$ cat config.mk
export PLATFORM = sky130hd
export DESIGN_NAME = video_sync_monitor_flat
export DESIGN_NICKNAME = d
export VERILOG_FILES = /design/src/rtl/video_sync_if.sv /design/src/rtl/video_sync_monitor.sv /design/src/flat_wrapper.sv
export SDC_FILE = /design/constraint.sdc
export NUM_CORES = 1
export LEC_CHECK = 0
export ABC_CLOCK_PERIOD_IN_PS = 4400
export BUFFER_PORTS_ARGS = -buffer_cell sky130_fd_sc_hd__buf_2
export CORE_AREA = 5 5 98 100
export CTS_CLUSTER_DIAMETER = 30
export CTS_CLUSTER_SIZE = 40
export DETAILED_ROUTE_END_ITERATION = 8
export DIE_AREA = 0 0 103 105
export SLEW_MARGIN = 20
export SYNTH_ARGS = -nofsm -noshare
export SYNTH_HDL_FRONTEND = slang
export SYNTH_SLANG_ARGS = --single-unit
$ cat constraint.sdc
create_clock -name clk -period 4.4 [get_ports clk]
set_clock_uncertainty 0.05 [all_clocks]
set_input_delay 0.44 -clock clk [delete_from_list [all_inputs] [get_ports clk]]
set_output_delay 0.44 -clock clk [all_outputs]
set_load 0.05 [all_outputs]
$ cat src/rtl/video_sync_if.sv
// Video stream from the colour-bar generator: sync pair plus 3-bit {r,g,b} pixel.
// The generator drives the master side and the sync monitor samples the slave side.
interface video_sync_if;
   logic       hsync;
   logic       vsync;
   logic [2:0] rgb;

   modport master (output hsync, output vsync, output rgb);
   modport slave  (input  hsync, input  vsync, input  rgb);
endinterface

$ cat src/rtl/video_sync_monitor.sv
// Measures line period, lines per frame and lit pixels per line of the generator output,
// and declares lock after LOCK_FRAMES consecutive frames with the expected timing.
module video_sync_monitor #(
   parameter int SYNC_ACTIVE_LOW = 1,
   parameter int EXPECT_H_TOTAL  = 381,
   parameter int EXPECT_V_TOTAL  = 262,
   parameter int LOCK_FRAMES     = 4
) (
   input  logic          clk,
   input  logic          reset,
   video_sync_if.slave   vid,
   output logic          locked,
   output logic [9:0]    line_len,
   output logic [9:0]    frame_lines,
   output logic [9:0]    active_len,
   output logic          frame_strobe,
   output logic          err_pulse
);

   localparam logic [1:0] ST_SEARCH = 2'd0;
   localparam logic [1:0] ST_TRACK  = 2'd1;
   localparam logic [1:0] ST_LOCKED = 2'd2;

   localparam logic       SYNC_POL = (SYNC_ACTIVE_LOW != 0);
   localparam logic [9:0] H_TOT    = 10'(EXPECT_H_TOTAL);
   localparam logic [9:0] V_TOT    = 10'(EXPECT_V_TOTAL);
   localparam logic [3:0] LOCK_N   = 4'(LOCK_FRAMES);

   function automatic logic [9:0] sat_inc(input logic [9:0] v, input logic en);
      logic [10:0] s;
      s = {1'b0, v} + {10'd0, en};
      if (s[10]) begin
         return 10'd1023;
      end else begin
         return s[9:0];
      end
   endfunction

   logic       hs_s, vs_s, hs_q_r, vs_q_r;
   logic       hstart_s, vstart_s, lit_s;
   logic [9:0] h_cnt_r, a_cnt_r, v_cnt_r;
   logic       line_err_r;
   logic [3:0] good_cnt_r;
   logic [1:0] state_r;

   logic [9:0] line_meas_s, act_meas_s, frame_cnt_s;
   logic       h_sat_s, line_bad_s, err_now_s, frame_good_s;
   logic [1:0] state_nx_s;
   logic [3:0] good_nx_s;
   logic       err_nx_s;

   assign hs_s     = vid.hsync ^ SYNC_POL;
   assign vs_s     = vid.vsync ^ SYNC_POL;
   assign hstart_s = hs_s & ~hs_q_r;
   assign vstart_s = vs_s & ~vs_q_r;
   assign lit_s    = |vid.rgb;

   // Measurements as they would be latched this cycle; the frame verdict folds in a same-cycle hstart.
   always_comb begin
      line_meas_s  = sat_inc(h_cnt_r, 1'b1);
      act_meas_s   = sat_inc(a_cnt_r, lit_s);
      frame_cnt_s  = sat_inc(v_cnt_r, hstart_s);
      h_sat_s      = (h_cnt_r == 10'd1023);
      line_bad_s   = hstart_s & (line_meas_s != H_TOT);
      err_now_s    = line_err_r | line_bad_s | h_sat_s;
      frame_good_s = (frame_cnt_s == V_TOT) & ~err_now_s;
   end

   // Acquisition state machine; a saturated line counter means the sync has died.
   always_comb begin
      state_nx_s = state_r;
      good_nx_s  = good_cnt_r;
      err_nx_s   = 1'b0;
      case (state_r)
         ST_SEARCH: begin
            if (vstart_s) begin
               state_nx_s = ST_TRACK;
               good_nx_s  = 4'd0;
            end else begin
               state_nx_s = ST_SEARCH;
            end
         end
         ST_TRACK: begin
            if (h_sat_s) begin
               state_nx_s = ST_SEARCH;
               good_nx_s  = 4'd0;
            end else if (vstart_s && frame_good_s) begin
               good_nx_s = good_cnt_r + 4'd1;
               if (good_cnt_r + 4'd1 == LOCK_N) begin
                  state_nx_s = ST_LOCKED;
               end else begin
                  state_nx_s = ST_TRACK;
               end
            end else if (vstart_s) begin
               good_nx_s = 4'd0;
            end else begin
               state_nx_s = ST_TRACK;
            end
         end
         ST_LOCKED: begin
            if (h_sat_s) begin
               state_nx_s = ST_SEARCH;
               good_nx_s  = 4'd0;
            end else if (vstart_s && !frame_good_s) begin
               state_nx_s = ST_TRACK;
               good_nx_s  = 4'd0;
               err_nx_s   = 1'b1;
            end else begin
               state_nx_s = ST_LOCKED;
            end
         end
         default: begin
            state_nx_s = ST_SEARCH;
            good_nx_s  = 4'd0;
         end
      endcase
   end

   // Counters, latched measurements, sticky line error and registered status outputs.
   always_ff @(posedge clk) begin
      if (reset) begin
         hs_q_r       <= 1'b0;
         vs_q_r       <= 1'b0;
         h_cnt_r      <= 10'd0;
         a_cnt_r      <= 10'd0;
         v_cnt_r      <= 10'd0;
         line_err_r   <= 1'b0;
         good_cnt_r   <= 4'd0;
         state_r      <= ST_SEARCH;
         locked       <= 1'b0;
         line_len     <= 10'd0;
         frame_lines  <= 10'd0;
         active_len   <= 10'd0;
         frame_strobe <= 1'b0;
         err_pulse    <= 1'b0;
      end else begin
         hs_q_r <= hs_s;
         vs_q_r <= vs_s;
         if (hstart_s) begin
            line_len   <= line_meas_s;
            active_len <= act_meas_s;
            h_cnt_r    <= 10'd0;
            a_cnt_r    <= 10'd0;
         end else begin
            h_cnt_r <= line_meas_s;
            a_cnt_r <= act_meas_s;
         end
         // A line that ends on the vstart cycle belongs to the frame that is ending.
         if (vstart_s) begin
            frame_lines <= frame_cnt_s;
            v_cnt_r     <= 10'd0;
            line_err_r  <= 1'b0;
         end else begin
            v_cnt_r <= frame_cnt_s;
            if (line_bad_s || h_sat_s) begin
               line_err_r <= 1'b1;
            end else begin
               line_err_r <= line_err_r;
            end
         end
         frame_strobe <= vstart_s;
         err_pulse    <= err_nx_s;
         state_r      <= state_nx_s;
         good_cnt_r   <= good_nx_s;
         locked       <= (state_nx_s == ST_LOCKED);
      end
   end

endmodule

$ cat src/flat_wrapper.sv
// flat-port wrapper written by rule: the top's interface ports become plain ports
module video_sync_monitor_flat 
#(
   parameter int SYNC_ACTIVE_LOW = 1,
   parameter int EXPECT_H_TOTAL  = 381,
   parameter int EXPECT_V_TOTAL  = 262,
   parameter int LOCK_FRAMES     = 4
)
  (clk, reset, locked, line_len, frame_lines, active_len, frame_strobe, err_pulse, vid_hsync, vid_vsync, vid_rgb);
  video_sync_if vid_i ();
  input  logic clk;
  input  logic reset;
  output logic locked;
  output logic [9:0] line_len;
  output logic [9:0] frame_lines;
  output logic [9:0] active_len;
  output logic frame_strobe;
  output logic err_pulse;
  input wire logic [$bits(vid_i.hsync)-1:0] vid_hsync;
  input wire logic [$bits(vid_i.vsync)-1:0] vid_vsync;
  input wire logic [$bits(vid_i.rgb)-1:0] vid_rgb;
  assign vid_i.hsync = vid_hsync;
  assign vid_i.vsync = vid_vsync;
  assign vid_i.rgb = vid_rgb;
  video_sync_monitor #(.SYNC_ACTIVE_LOW(SYNC_ACTIVE_LOW), .EXPECT_H_TOTAL(EXPECT_H_TOTAL), .EXPECT_V_TOTAL(EXPECT_V_TOTAL), .LOCK_FRAMES(LOCK_FRAMES)) u_core (.clk(clk), .reset(reset), .vid(vid_i), .locked(locked), .line_len(line_len), .frame_lines(frame_lines), .active_len(active_len), .frame_strobe(frame_strobe), .err_pulse(err_pulse));
endmodule
**After elaboration in Yosys (flattened, before gate mapping)**

Cells that the tools add are included.

- $add $sub $neg: 4
- Multipliers: 0
- Div/mod/pow operators: 0
- $lt $le $gt $ge: 0
- Eq/ne operators: 8
- Shift operators: 0
- Mux-type cells: 18
- Bitwise operators: 12
- Reductions and logical operators: 9

Operators with widths:

| operator | number |
|---|---|
| $mux 10 | 3 |
| $add 10x1->11 | 2 |
| $mux 4 | 5 |
| $mux 2 | 6 |
| $pmux 4 s3 | 1 |
| $add 10x1->11 const B | 1 |
| $eq 10x10->1 const B | 1 |
| $eq 10x9->1 const B | 1 |
| $ne 10x9->1 const B | 1 |
| $not 1->1 | 6 |
| $pmux 2 s3 | 1 |
| $reduce_or 3->1 | 2 |
| $add 4x1->4 const B | 1 |
| $and 1x1->1 | 4 |
| $eq 2x2->1 const B | 2 |
| $eq 4x3->1 const B | 1 |
| $reduce_or 2->1 | 2 |
| $ne 3x1->1 const B | 1 |
| $eq 2x1->1 const B | 1 |
| $logic_and 1x1->1 | 2 |
| $logic_not 2->1 | 1 |
| $mux 1 | 2 |
| $or 1x1->1 | 2 |
| $logic_not 1->1 | 1 |
| $logic_or 1x1->1 | 1 |

- Register bits after elaboration: 72
- Bits in latches: 0
- Memory bits (writable): 0
- Bits in read-only memories: 0
- Input bits: 7
- Output and inout port bits: 33
- Word-level logic and storage cells: 65
- Memories: 0

**Depth between registers and ports, before layout**

Gate-level depths: netlist of run 1.

- Word-level depth: 14
- Mapped depth: 12
- Mapped depth without buffers: 10

**Worst setup path before layout of run 1**

OpenSTA, ideal clock, no wires.

- Kind: input to register
- Start: input port vid_hsync
- End: register u_core.good_cnt_r[1]
- Library setup time: 59 ps
- Data arrival time: 2596 ps
- Required time: 4291 ps
- Slack: 1695 ps
- Stages on the path: 11
- Path buffers: 1
- Cells stage by stage: nor2_1 -> ha_1 -> ha_1 -> xnor2_1 -> or3b_1 -> nor4_2 -> nand2b_1 -> or4_1 -> buf_2 -> o22ai_2 -> a22o_1

- Cells in the longest elaborated chain, start to end: 11
- Elaborated cells between the ends (all ways): 17
- Those cells by class: add/sub: 1; eq/ne: 2; mux: 4; bitwise: 7; reduce/logical: 3

Ends and longest elaborated chain:

| item | RTL line | text |
|---|---|---|
| from (decl) | flat_wrapper.sv:19 | `input wire logic [$bits(vid_i.hsync)-1:0] vid_hsync;` |
| $not 1->1 (no source line) (*) | - |  |
| $and 1x1->1 (*) | video_sync_monitor.sv:54 | `assign hstart_s = hs_s & ~hs_q_r;` |
| branches (longest 4 deep; another with $add 10x1->11) | - |  |
| $and 1x1->1 (*) | video_sync_monitor.sv:66 | `frame_good_s = (frame_cnt_s == V_TOT) & ~err_now_s;` |
| $logic_and 1x1->1 | video_sync_monitor.sv:87 | `end else if (vstart_s && frame_good_s) begin` |
| $mux 4 | video_sync_monitor.sv:87 |  |
| $mux 4 | video_sync_monitor.sv:84 | `if (h_sat_s) begin` |
| $pmux 4 s3 | video_sync_monitor.sv:74 | `case (state_r)` |
| to (signal assigned) | video_sync_monitor.sv:164 | `good_cnt_r <= good_nx_s;` |
| to (decl) | video_sync_monitor.sv:43 | `logic [3:0] good_cnt_r;` |

Mark *: on every way between the ends.
A chain may end at the register's enable or synchronous reset.

**Worst setup path after layout of run 1**

- Start: register u_core.hs_q_r
- End: register u_core.good_cnt_r[1]

- Cells in the longest elaborated chain, start to end: 11
- Elaborated cells between the ends (all ways): 17
- Those cells by class: add/sub: 1; eq/ne: 2; mux: 4; bitwise: 7; reduce/logical: 3

Ends and longest elaborated chain:

| item | RTL line | text |
|---|---|---|
| from (decl) | video_sync_monitor.sv:39 | `logic hs_s, vs_s, hs_q_r, vs_q_r;` |
| from (signal assigned) | video_sync_monitor.sv:137 | `hs_q_r <= hs_s;` |
| $not 1->1 (*) | video_sync_monitor.sv:54 |  |
| $and 1x1->1 (*) | video_sync_monitor.sv:54 |  |
| net u_core.hstart_s | video_sync_monitor.sv:40 | `logic hstart_s, vstart_s, lit_s;` |
| branches (longest 4 deep; another with $add 10x1->11) | - |  |
| $and 1x1->1 (*) | video_sync_monitor.sv:66 |  |
| $logic_and 1x1->1 | video_sync_monitor.sv:87 |  |
| $mux 4 | video_sync_monitor.sv:87 |  |
| $mux 4 | video_sync_monitor.sv:84 |  |
| $pmux 4 s3 | video_sync_monitor.sv:74 |  |

Mark *: on every way through the listed nets, which the timed path passes.

==> flow_summary.ini, run 1 <==
[status]
outcome = finished clean

[setup_path]
crit_family = simple AND/OR/NAND/NOR gates
cp-start-kind = flop
r2r-start = u_core.hs_q_r$_SDFF_PP0_
crit_start = u_core.hs_q_r$_SDFF_PP0_
crit_top_cell = ha_1
critPathKind = flop to flop
slowest_stage = or4_1
cp-end-kind = flop
crit_path_cell_trace = nor2_1, ha_1, ha_1, xnor2_1, or3b_1, nor4_2, nand2b_1, or4_1, o22ai_2, a22o_1
cp_slowest_stage_delay_ns = 0.62
critPathBufInv = 0
crit_required_ns = 4.64
path_max_fanout = 7
crit_arrival_ns = 3.13

[power]
leakage_nw = 1.44
peakVddDrop_mv = 0.208
seqPwrFrac_pct = 53.0
pwr-share-comb_pct = 5.8
clock_power_share_pct = 41.3
p_per_area_mw_per_mm2 = 369
sw_frac_of_total_pct = 25.0
p_int_w = 0.000946
p_switching_w = 0.000315

[die]
ios = 40
die_x_um = 103
die_y_um = 105
core_area_mm2 = 0.00859
dieArea_mm2 = 0.0108
initial_core_util_pct = 34.4
num_rows = 34

[cells_and_area]
fin_nets = 371
final_cell_area_mm2 = 0.00341
area_growth_pct = 15.5
fin_cells = 471
drive_gt1_share_pct = 18.2
insertedDiodeCount = 0

[clock_network]
clkLatencyLatePin_ns = 0.35
cts_setup_buffers = 0
root_buffer = clkbuf_8
clk_path_buf_depth = 2
cts_resized = 0
holdBufCountCts = 0
cts.clk_slew.worst_paths_ns = 0.07
cts_tree = built
cts_htree_levels = 3
clock-sinks = 72
cts-buffers-inserted = 9

[synthesis]
synth_seq_cells = 72
yosys_warnings = 0
yosysSeqAreaShare_pct = 48.8
netlist_area_mm2 = 0.00296
syn_inst = 325
ys_types = 47
synth_edf_count = 0
ys.flop_type = dfxtp_1
syn_nets = 338
synth-async-reset-ratio_pct = 0
postSynthAreaPerCell_um2 = 9.09

[timing]
slew_viol_final = 0
setup_violations = 0
maxSlewHeadroom_pct = 41.5
worstMarginPinSlew_ns = 0.875
fmax_ghz = 0.346
tns_ns = 0
min_period_ns = 2.89
timing.final.crit_share_pct = 65.6
rsz0062_at_grt = false
whs_ns = 0.236
finalHoldViolCount = 0

[route]
drtAntennaViolNets = 0
drc = 0
wl_um = 6370
wire_per_inst_um = 13.5
viasPerCell = 5.14
drt-pass1-iter-count = 4
vias = 2419
drt-initial-drc-count = 73

[placement]
post_dp_cell_area_mm2 = 0.00322
portBuffers = 39
place_congestion = 0.891
dp_hpwl_um = 4550
place_inst = 455

[run]
drv_cap = 0

[grt]
grt_pass1_vias = 2377
track_usage_pct = 12.6
grt_max_degree = 22
grt_pass1_wl_um = 10900
grt_overflow = 0
antenna_found_initial = 0

[hold_path]
hold_path.class = input pin to flop
hp-start = vid_hsync
## per-layer routing
layer	global-route usage [%]	up-vias	share of wire, %
met5	0	-	0
met4	4.07	0	1.1
met3	4.26	8	4.5
met2	20.5	58	48
met1	15.3	1129	47
li1	-	1224	-
## layout by cell type, fill, tap and decap left out, drive strengths merged, types with 3 or more instances in the layout
master and n:
nand3 12, nor2 34, a31oi 8, and4 4, xor2 5, a21oi 30, mux2 3, o21ai 16
inv 5, buf 40, dfxtp 72, a22o 6, or3 5, nor3 5, nor2b 3, nand2 27
or2 3, and3 3, xnor2 6, nand2b 4, nand4 10, ha 6, mux2i 4, and2 7
a41oi 3, clkbuf 10, a21o 12
## worst paths after layout
| kind | cells after the start | slack (ns) | endpoint |
|---|---|---|---|
| setup reg to reg | 10 | 1.51 | u_core.good_cnt_r[1]$_SDFFE_PP0P_ |
| hold reg to reg | 2 | 0.40 | u_core.active_len[0]$_SDFFE_PP0N_ |
| hold / removal | 2 | 0.24 | u_core.hs_q_r$_SDFF_PP0_ |
| setup / recovery | 10 | 1.51 | u_core.good_cnt_r[1]$_SDFFE_PP0P_ |
## state kept, by name (all words and copies together) (netlist names), 2 cells and up
signal              count
u_core.a_cnt_r         10
u_core.good_cnt_r       4
u_core.frame_lines     10
u_core.active_len      10
u_core.h_cnt_r         10
u_core.v_cnt_r         10
u_core.state_r          2
u_core.line_len        10
## synthesized netlist by cell type (3+ instances only)
cell type / number / share of area [%]
dfxtp_1: 72 / 49
mux2i_1: 3 / 1.0
or2_2: 3 / 0.64
ha_1: 6 / 2.5
nor2b_1: 3 / 0.64
nand4_1: 9 / 1.9
xor2_1: 5 / 1.5
nor3_1: 5 / 0.85
nand2_1: 27 / 3.4
clkbuf_1: 14 / 1.8
and2_1: 7 / 1.5
o21ai_0: 16 / 2.7
nand2b_1: 4 / 0.85
a21o_1: 12 / 3.0
inv_1: 3 / 0.38
a31oi_1: 8 / 1.7
and3_1: 3 / 0.64
xnor2_1: 6 / 1.8
or3_1: 5 / 1.1
and4_1: 4 / 1.2
nand3_1: 12 / 2.0
nor2_1: 34 / 4.3
a22o_1: 6 / 1.8
a21oi_1: 30 / 5.1
## stage by stage
stage	setup WS, ns	util [%]	power [W]
6_report	1.51	39.7	0.00126
3_3_place_gp	1.38	37.4	0.000756
5_1_grt	1.23	39.7	0.00132
3_5_place_dp	1.27	37.4	0.000756
4_1_cts	1.51	39.7	0.00128
2_1_floorplan	1.69	-	0.000736
## power groups by stage
stage / Clock, W / Combinational, W / Sequential [W]
after floorplan: 0 / 0.0000389 / 0.000697
after global placement: 0 / 0.0000728 / 0.000683
after detailed placement: 0 / 0.0000727 / 0.000683
after global routing: 0.000570 / 0.0000799 / 0.000669
after CTS: 0.000539 / 0.0000730 / 0.000668
final: 0.000520 / 0.0000725 / 0.000668
## worst reg2reg max path: cells and delay by family (launching register included)
kind                       cells  cell delay (ns)
AOI/OAI and AO/OA              2             0.40
adders and majority gates      2             0.47
DFF                            1             0.32
xor gates and xnor gates       1             0.11
and+or+nand+nor                5             1.49
## final cells by class
cell class | instances | area, µm²
inverter | 3 | 11.3
clock buffer | 10 | 128
timing repair buffer | 40 | 203
sequential | 72 | 1440
clock inverter | 6 | 67.6
multi-input combinational | 232 | 1430
fill | 900 | 5180
tap | 108 | 135
## kinds of logic (layout without fill, tap and decap cells)
| group | Yosys count | count (layout) | synth area share (%) |
|---|---|---|---|
| adder cells (fa/ha/maj) | 7 | 7 | 2.88 |
| XOR/XNOR | 11 | 11 | 3.26 |
| AND/OR/NAND/NOR | 123 | 123 | 21.5 |
| AO/OA/AOI/OAI | 84 | 84 | 18.1 |
| multiplexers | 7 | 7 | 2.62 |
| buffers and inverters | 21 | 59 | 2.92 |
| flip-flops | 72 | 72 | 48.8 |
(Power assumes the default switching activity.)
==> inputs of run 2 (changes only) <==
--- a/config.mk
+++ b/config.mk
@@ -5,7 +5,7 @@
 export SDC_FILE = /design/constraint.sdc
 export NUM_CORES = 1
 export LEC_CHECK = 0
-export ABC_CLOCK_PERIOD_IN_PS = 4400
+export ABC_CLOCK_PERIOD_IN_PS = 2400
 export BUFFER_PORTS_ARGS = -buffer_cell sky130_fd_sc_hd__buf_2
 export CORE_AREA = 5 5 98 100
 export CTS_CLUSTER_DIAMETER = 30
==> constraint.sdc (replaced) <==
create_clock -name clk -period 2.4 [get_ports clk]
set_clock_uncertainty 0.05 [all_clocks]
set_input_delay 0.24 -clock clk [delete_from_list [all_inputs] [get_ports clk]]
set_output_delay 0.24 -clock clk [all_outputs]
set_load 0.05 [all_outputs]
==> run 2 against run 1 <==
  * The flow now finishes with violations (setup timing)
  * Count of clock-buffer cells in the layout grew 1
  * Register-to-register slack lost 1.5 ns
  * Total power grew 100%
  * Via count grew 5.5%
  * Die area is the same
  * Maximum frequency grew 19%
  * First-iteration DRC count shrank 47%
  * Largest power group unchanged
  * Highest routed layer unchanged
==> flow_summary.ini, run 2 (same netlist as run 1, synthesis figures left out) <==
[setup_path]
r2r_slack_ns = -0.03
crit_family = simple AND/OR/NAND/NOR gates
cp_slowest_stage_delay_ns = 0.49
slowest_stage = or4_4
cp-end-kind = flop
crit_path_cell_trace = nor2_4, ha_4, ha_4, xnor2_2, or3b_4, nor4_4, nand2b_1, or4_4, o22ai_4, mux2_4
cp-start-kind = flop
r2r-end = u_core.good_cnt_r[0]$_SDFFE_PP0P_
critPathKind = flop to flop
crit_top_cell = ha_4
crit_arrival_ns = 2.68
critPathBufInv = 0
r2r-start = u_core.hs_q_r$_SDFF_PP0_
rr_worst_depth = 10
path_max_fanout = 7
crit_required_ns = 2.64

[run]
drv_cap = 0

[hold_path]
min_to = u_core.vs_q_r$_SDFF_PP0_
min_path_cells = 2
hold_path.class = input pin to flop
hp-start = vid_vsync

[power]
seqPwrFrac_pct = 47.6
p_switching_w = 0.000563
peakVddDrop_mv = 0.353
leakage_nw = 1.66
pwr-share-comb_pct = 6.2
sw_frac_of_total_pct = 21.9
p_per_area_mw_per_mm2 = 665
clock_power_share_pct = 46.2
p_int_w = 0.00201

[timing]
worstMarginPinSlew_ns = 0.856
fmax_ghz = 0.411
timing.final.crit_share_pct = 101
setup_violations = 3
rsz0062_at_grt = true
maxSlewHeadroom_pct = 42.7
finalHoldViolCount = 0
slew_viol_final = 0
whs_ns = 0.0304
min_period_ns = 2.43
fin_ws_ns = -0.0346

[cells_and_area]
fin_cells = 503
drive_gt1_share_pct = 29.6
fin_nets = 403
insertedDiodeCount = 0
final_cell_mix = 71 x dfxtp_1, 39 x buf_2, 32 x nor2_1
multiInputGateArea_mm2 = 0.00157
seqCellArea_mm2 = 0.00144
layout_commonest_cell = dfxtp_1
area_growth_pct = 31.0
fillers = 866

[route]
drtAntennaViolNets = 0
drt-pass1-iter-count = 4
wire_per_inst_um = 13.4
vias = 2552
viasPerCell = 5.07
drt-initial-drc-count = 39
wl_um = 6730
drc = 0

[clock_network]
cts_htree_levels = 3
root_buffer = clkbuf_8
cts_tree = built
clkLatencyLatePin_ns = 0.34
clk_path_buf_depth = 2
cts-buffers-inserted = 9
cts.clk_slew.worst_paths_ns = 0.07
holdBufCountCts = 0
clock-sinks = 72

[die]
initial_core_util_pct = 34.4
ios = 40
die_x_um = 103
die_y_um = 105
dieArea_mm2 = 0.0108
num_rows = 34
core_area_mm2 = 0.00859

[grt]
track_usage_pct = 12.8
grt_pass1_vias = 2511
grt_max_degree = 21
grt_pass1_wl_um = 11100
antenna_found_initial = 0
grt_overflow = 0

[status]
outcome = complete, but fails checks
failed_checks = setup timing

[placement]
dp_hpwl_um = 4800
portBuffers = 39
place_congestion = 0.781
place_inst = 483
## run 2: repair_timing
action,4_1_cts,5_1_grt
setup buffers,2,2
endpoints found under the setup margin,8,8
pin swaps,8,8
gates resized for setup,9,17
## run 2: power groups by stage
| stage | combinational, W | clock (W) | sequential, W |
|---|---|---|---|
| 3_3_place_gp | 0.000147 | 0 | 0.00125 |
| 3_5_place_dp | 0.000149 | 0 | 0.00125 |
| 2_1_floorplan | 0.0000744 | 0 | 0.00128 |
| 6_report | 0.000159 | 0.00119 | 0.00123 |
| 4_1_cts | 0.000153 | 0.00123 | 0.00123 |
| 5_1_grt | 0.000176 | 0.00128 | 0.00123 |
## run 2: worst max path at each step
| stage | from | to | cells past startpoint |
|---|---|---|---|
| 2_1_floorplan | u_core.hs_q_r$_SDFF_PP0_ | u_core.good_cnt_r[1]$_SDFFE_PP0P_ | 11 |
| 3_3_place_gp | vid_hsync | u_core.good_cnt_r[1]$_SDFFE_PP0P_ | 11 |
| 3_5_place_dp | vid_hsync | u_core.good_cnt_r[1]$_SDFFE_PP0P_ | 11 |
| 4_1_cts | u_core.hs_q_r$_SDFF_PP0_ | u_core.good_cnt_r[1]$_SDFFE_PP0P_ | 10 |
| 5_1_grt | u_core.hs_q_r$_SDFF_PP0_ | u_core.good_cnt_r[0]$_SDFFE_PP0P_ | 11 |
| 6_report | u_core.hs_q_r$_SDFF_PP0_ | u_core.good_cnt_r[0]$_SDFFE_PP0P_ | 10 |
## run 2: routing by layer
layer | vias up | wire length [µm] | global-route usage, %
li1 | 1290 | - | -
met1 | 1203 | 2890 | 15.0
met4 | 0 | 81 | 4.16
met5 | - | 0 | 0
met2 | 50 | 3410 | 21.8
met3 | 9 | 343 | 3.86
## run 2: metrics by stage
stage          util (%)  setup slack [ns]  instance area (µm²)  setup TNS, ns  total power [W]
6_report           45.1           -0.0346                 3870        -0.0604          0.00257
3_3_place_gp       40.4            -0.262                 3470          -1.34          0.00140
2_1_floorplan         -            -0.108                 3000         -0.282          0.00135
3_5_place_dp       40.4            -0.299                 3470          -1.56          0.00140
4_1_cts            43.9            -0.106                 3770         -0.247          0.00260
5_1_grt            45.1            -0.115                 3870         -0.450          0.00268
## run 2: final cells by class
class,count,share of cell area (%)
multi-input combinational,232,40.6
sequential,72,37.3
timing repair buffer,72,11.8
clock buffer,11,3.91
tap,108,3.49
clock inverter,5,2.65
inverter,3,0.291
==> inputs of run 3 (changes only) <==
--- a/config.mk
+++ b/config.mk
@@ -5,14 +5,15 @@
 export SDC_FILE = /design/constraint.sdc
 export NUM_CORES = 1
 export LEC_CHECK = 0
+export ABC_AREA = 1
 export ABC_CLOCK_PERIOD_IN_PS = 2400
 export BUFFER_PORTS_ARGS = -buffer_cell sky130_fd_sc_hd__buf_2
-export CORE_AREA = 5 5 98 100
+export CORE_AREA = 5 5 101 103
+export CTS_BUF_LIST = sky130_fd_sc_hd__clkbuf_16
 export CTS_CLUSTER_DIAMETER = 30
 export CTS_CLUSTER_SIZE = 40
 export DETAILED_ROUTE_END_ITERATION = 8
-export DIE_AREA = 0 0 103 105
-export SLEW_MARGIN = 20
+export DIE_AREA = 0 0 106 108
 export SYNTH_ARGS = -nofsm -noshare
 export SYNTH_HDL_FRONTEND = slang
 export SYNTH_SLANG_ARGS = --single-unit
==> run 3 against run 2 <==
  * The flow now finishes without violations
  * Highest routed layer unchanged
  * Critical path type unchanged
  * Global-route usage grew 0.32 points
  * Synthesized cell count grew 32%
  * Sequential share of layout area shrank 0.43 points
  * Utilization shrank 2.1 points
==> flow_summary.ini, run 3 <==
[grt]
met3_usage_pct = 4.00
grt_max_degree = 17
grt_pass1_wl_um = 12200
grt.met1_usage_pct = 16.8
track_usage_pct = 13.1
grt_overflow = 0
grt_pass1_vias = 2644
grt_most_used_layer = met2
antenna_found_initial = 0
grt_use_met2_pct = 21.0

[die]
num_rows = 35
die_y_um = 108
initial_core_util_pct = 34.3
core_area_mm2 = 0.00911
dieArea_mm2 = 0.0114
ios = 40
die_x_um = 106

[cells_and_area]
area_growth_pct = 25.4
layout_commonest_cell = nand2_1
drive_gt1_share_pct = 21.0
final_cell_mix = 87 x nand2_1, 71 x dfxtp_1, 66 x nor2_1
fin_nets = 498
fin_cells = 601
insertedDiodeCount = 0

[timing]
min_period_ns = 2.30
setup_violations = 0
worstMarginPinSlew_ns = 0.626
whs_ns = 0.0344
rsz0062_at_grt = true
finalHoldViolCount = 0
fmax_ghz = 0.434
maxSlewHeadroom_pct = 58.1
slew_viol_final = 0
timing.final.crit_share_pct = 96.0
tns_ns = 0

[clock_network]
cts_htree_levels = 3
cts_tree = built
clk_path_buf_depth = 2
clkLatencyLatePin_ns = 0.33
cts.clk_slew.worst_paths_ns = 0.06
clock-sinks = 72
root_buffer = clkbuf_16
cts-buffers-inserted = 9

[route]
drt-initial-drc-count = 97
drt-pass1-iter-count = 4
drtAntennaViolNets = 0
viasPerCell = 4.70
wire_per_inst_um = 12.1
drc = 0
vias = 2824
wl_um = 7270

[power]
p_per_area_mw_per_mm2 = 687
sw_frac_of_total_pct = 23.4
pwr-share-comb_pct = 5.7
leakage_nw = 1.72
peakVddDrop_mv = 0.389
seqPwrFrac_pct = 45.5
p_int_w = 0.00206
p_switching_w = 0.000631
clock_power_share_pct = 48.8

[placement]
place_inst = 581
portBuffers = 39
place_congestion = 0.866
dp_hpwl_um = 5260

[setup_path]
path_max_fanout = 4
cp_slowest_stage_delay_ns = 0.35
crit_required_ns = 2.61
cp-end-kind = flop
crit_path_cell_trace = nor2_4, ha_4, ha_4, nand2_2, nor2_4, nand2_2, buf_4, nand4_1, nand2_1, nand3_1, nor2_2, nand4_1, nor2_1, nand2_1, a21oi_1
slowest_stage = dfxtp_2
crit_arrival_ns = 2.51
rr_worst_depth = 15
cp-start-kind = flop
critPathKind = flop to flop

[synthesis]
yosysSeqAreaShare_pct = 46.2
synth_seq_cells = 72
synth-async-reset-ratio_pct = 0
synth_largest_area_cell = dfxtp_1
synth_edf_count = 0
yosys_warnings = 0
syn_inst = 429
netlist_area_mm2 = 0.00312
ys_types = 25
synth_commonest_cells = 90 x nand2_1, 72 x dfxtp_1, 70 x nor2_1, 57 x inv_1, 34 x nand3_1
syn_nets = 442
ys_top_cells_by_area = dfxtp_1 46%, nand2_1 11%, nor2_1 8.4%
postSynthAreaPerCell_um2 = 7.28
synth_top_area_share_pct = 46.2
synth_most_common_cell = nand2_1
ys.flop_type = dfxtp_1

[hold_path]
min_path_cells = 2
hold_path.class = input pin to flop

[run]
drv_cap = 0

[status]
outcome = finished clean
run 3: cell types whose count changed after synthesis, moves of 8 or more:
cell and change:
o21ai_0 +16, nand2_1 +63, inv_1 +54, nor2_1 +36
nand3_1 +22, a21o_1 -12, a21oi_1 -22, a31oi_1 -8
run 3: path summary, 6_finish.rpt:
path,from,end,slack [ns]
max,u_core.hs_q_r$_SDFF_PP0_,u_core.locked$_SDFF_PP0_,0.1
min,vid_vsync,u_core.vs_q_r$_SDFF_PP0_,0.03
max reg2reg,u_core.hs_q_r$_SDFF_PP0_,u_core.locked$_SDFF_PP0_,0.1
min reg2reg,u_core.line_len[4]$_SDFFE_PP0N_,u_core.line_len[4]$_SDFFE_PP0N_,0.40
run 3: cell type report:
cell class	count	area [µm²]
Multi-Input combinational cell	292	1530
Clock inverter	7	71.3
Timing Repair Buffer	53	300
Sequential cell	72	1440
Fill cell	930	5190
Clock buffer	9	225
Tap cell	111	139
Inverter	57	214
run 3: power groups by stage:
stage / clock, W / sequential [W] / combinational [W]
6_report: 0.00131 / 0.00123 / 0.000152
4_1_cts: 0.00134 / 0.00122 / 0.000149
3_5_place_dp: 0 / 0.00125 / 0.000148
5_1_grt: 0.00140 / 0.00123 / 0.000171
2_1_floorplan: 0 / 0.00128 / 0.0000774
3_3_place_gp: 0 / 0.00125 / 0.000147
run 3: kinds of logic after synthesis:
kind of cell | synth area share [%]
AOI/OAI and AO/OA | 9.29
xor gates and xnor gates | 2.80
adders and majority gates | 2.40
buffers and inverters | 7.81
DFF | 46.2
and+or+nand+nor | 31.5
run 3: timing repair:
action / CTS / global route
hold buffers: 0 / 0
setup buffers: 0 / 4
hold endpoints to repair: 0 / 0
resized for setup: 0 / 21
setup endpoints to repair: 0 / 8
run 3: per-layer routing:
layer  vias up  share of wire [%]
met5         -                  0
met4         0                1.2
met3         8                5.2
met2        63                 45
met1      1280                 48
li1       1473                  -
run 3: worst max-delay path: cells and delay by family (launching register included):
family	cells	cell delay, ns
DFF	1	0.35
adders and majority gates	2	0.34
buffers and inverters	1	0.11
and+or+nand+nor	11	1.25
AOI/OAI and AO/OA	1	0.13
run 3: through the flow:
stage | total power (W) | util [%] | setup WS, ns | instance area [µm²]
5_1_grt | 0.00280 | 43.0 | -0.0593 | 3920
2_1_floorplan | 0.00135 | - | 0.223 | 3120
4_1_cts | 0.00272 | 41.7 | 0.0355 | 3800
3_5_place_dp | 0.00140 | 38.4 | 0.0114 | 3500
6_report | 0.00269 | 43.0 | 0.0970 | 3920
3_3_place_gp | 0.00140 | 38.4 | 0.0933 | 3500
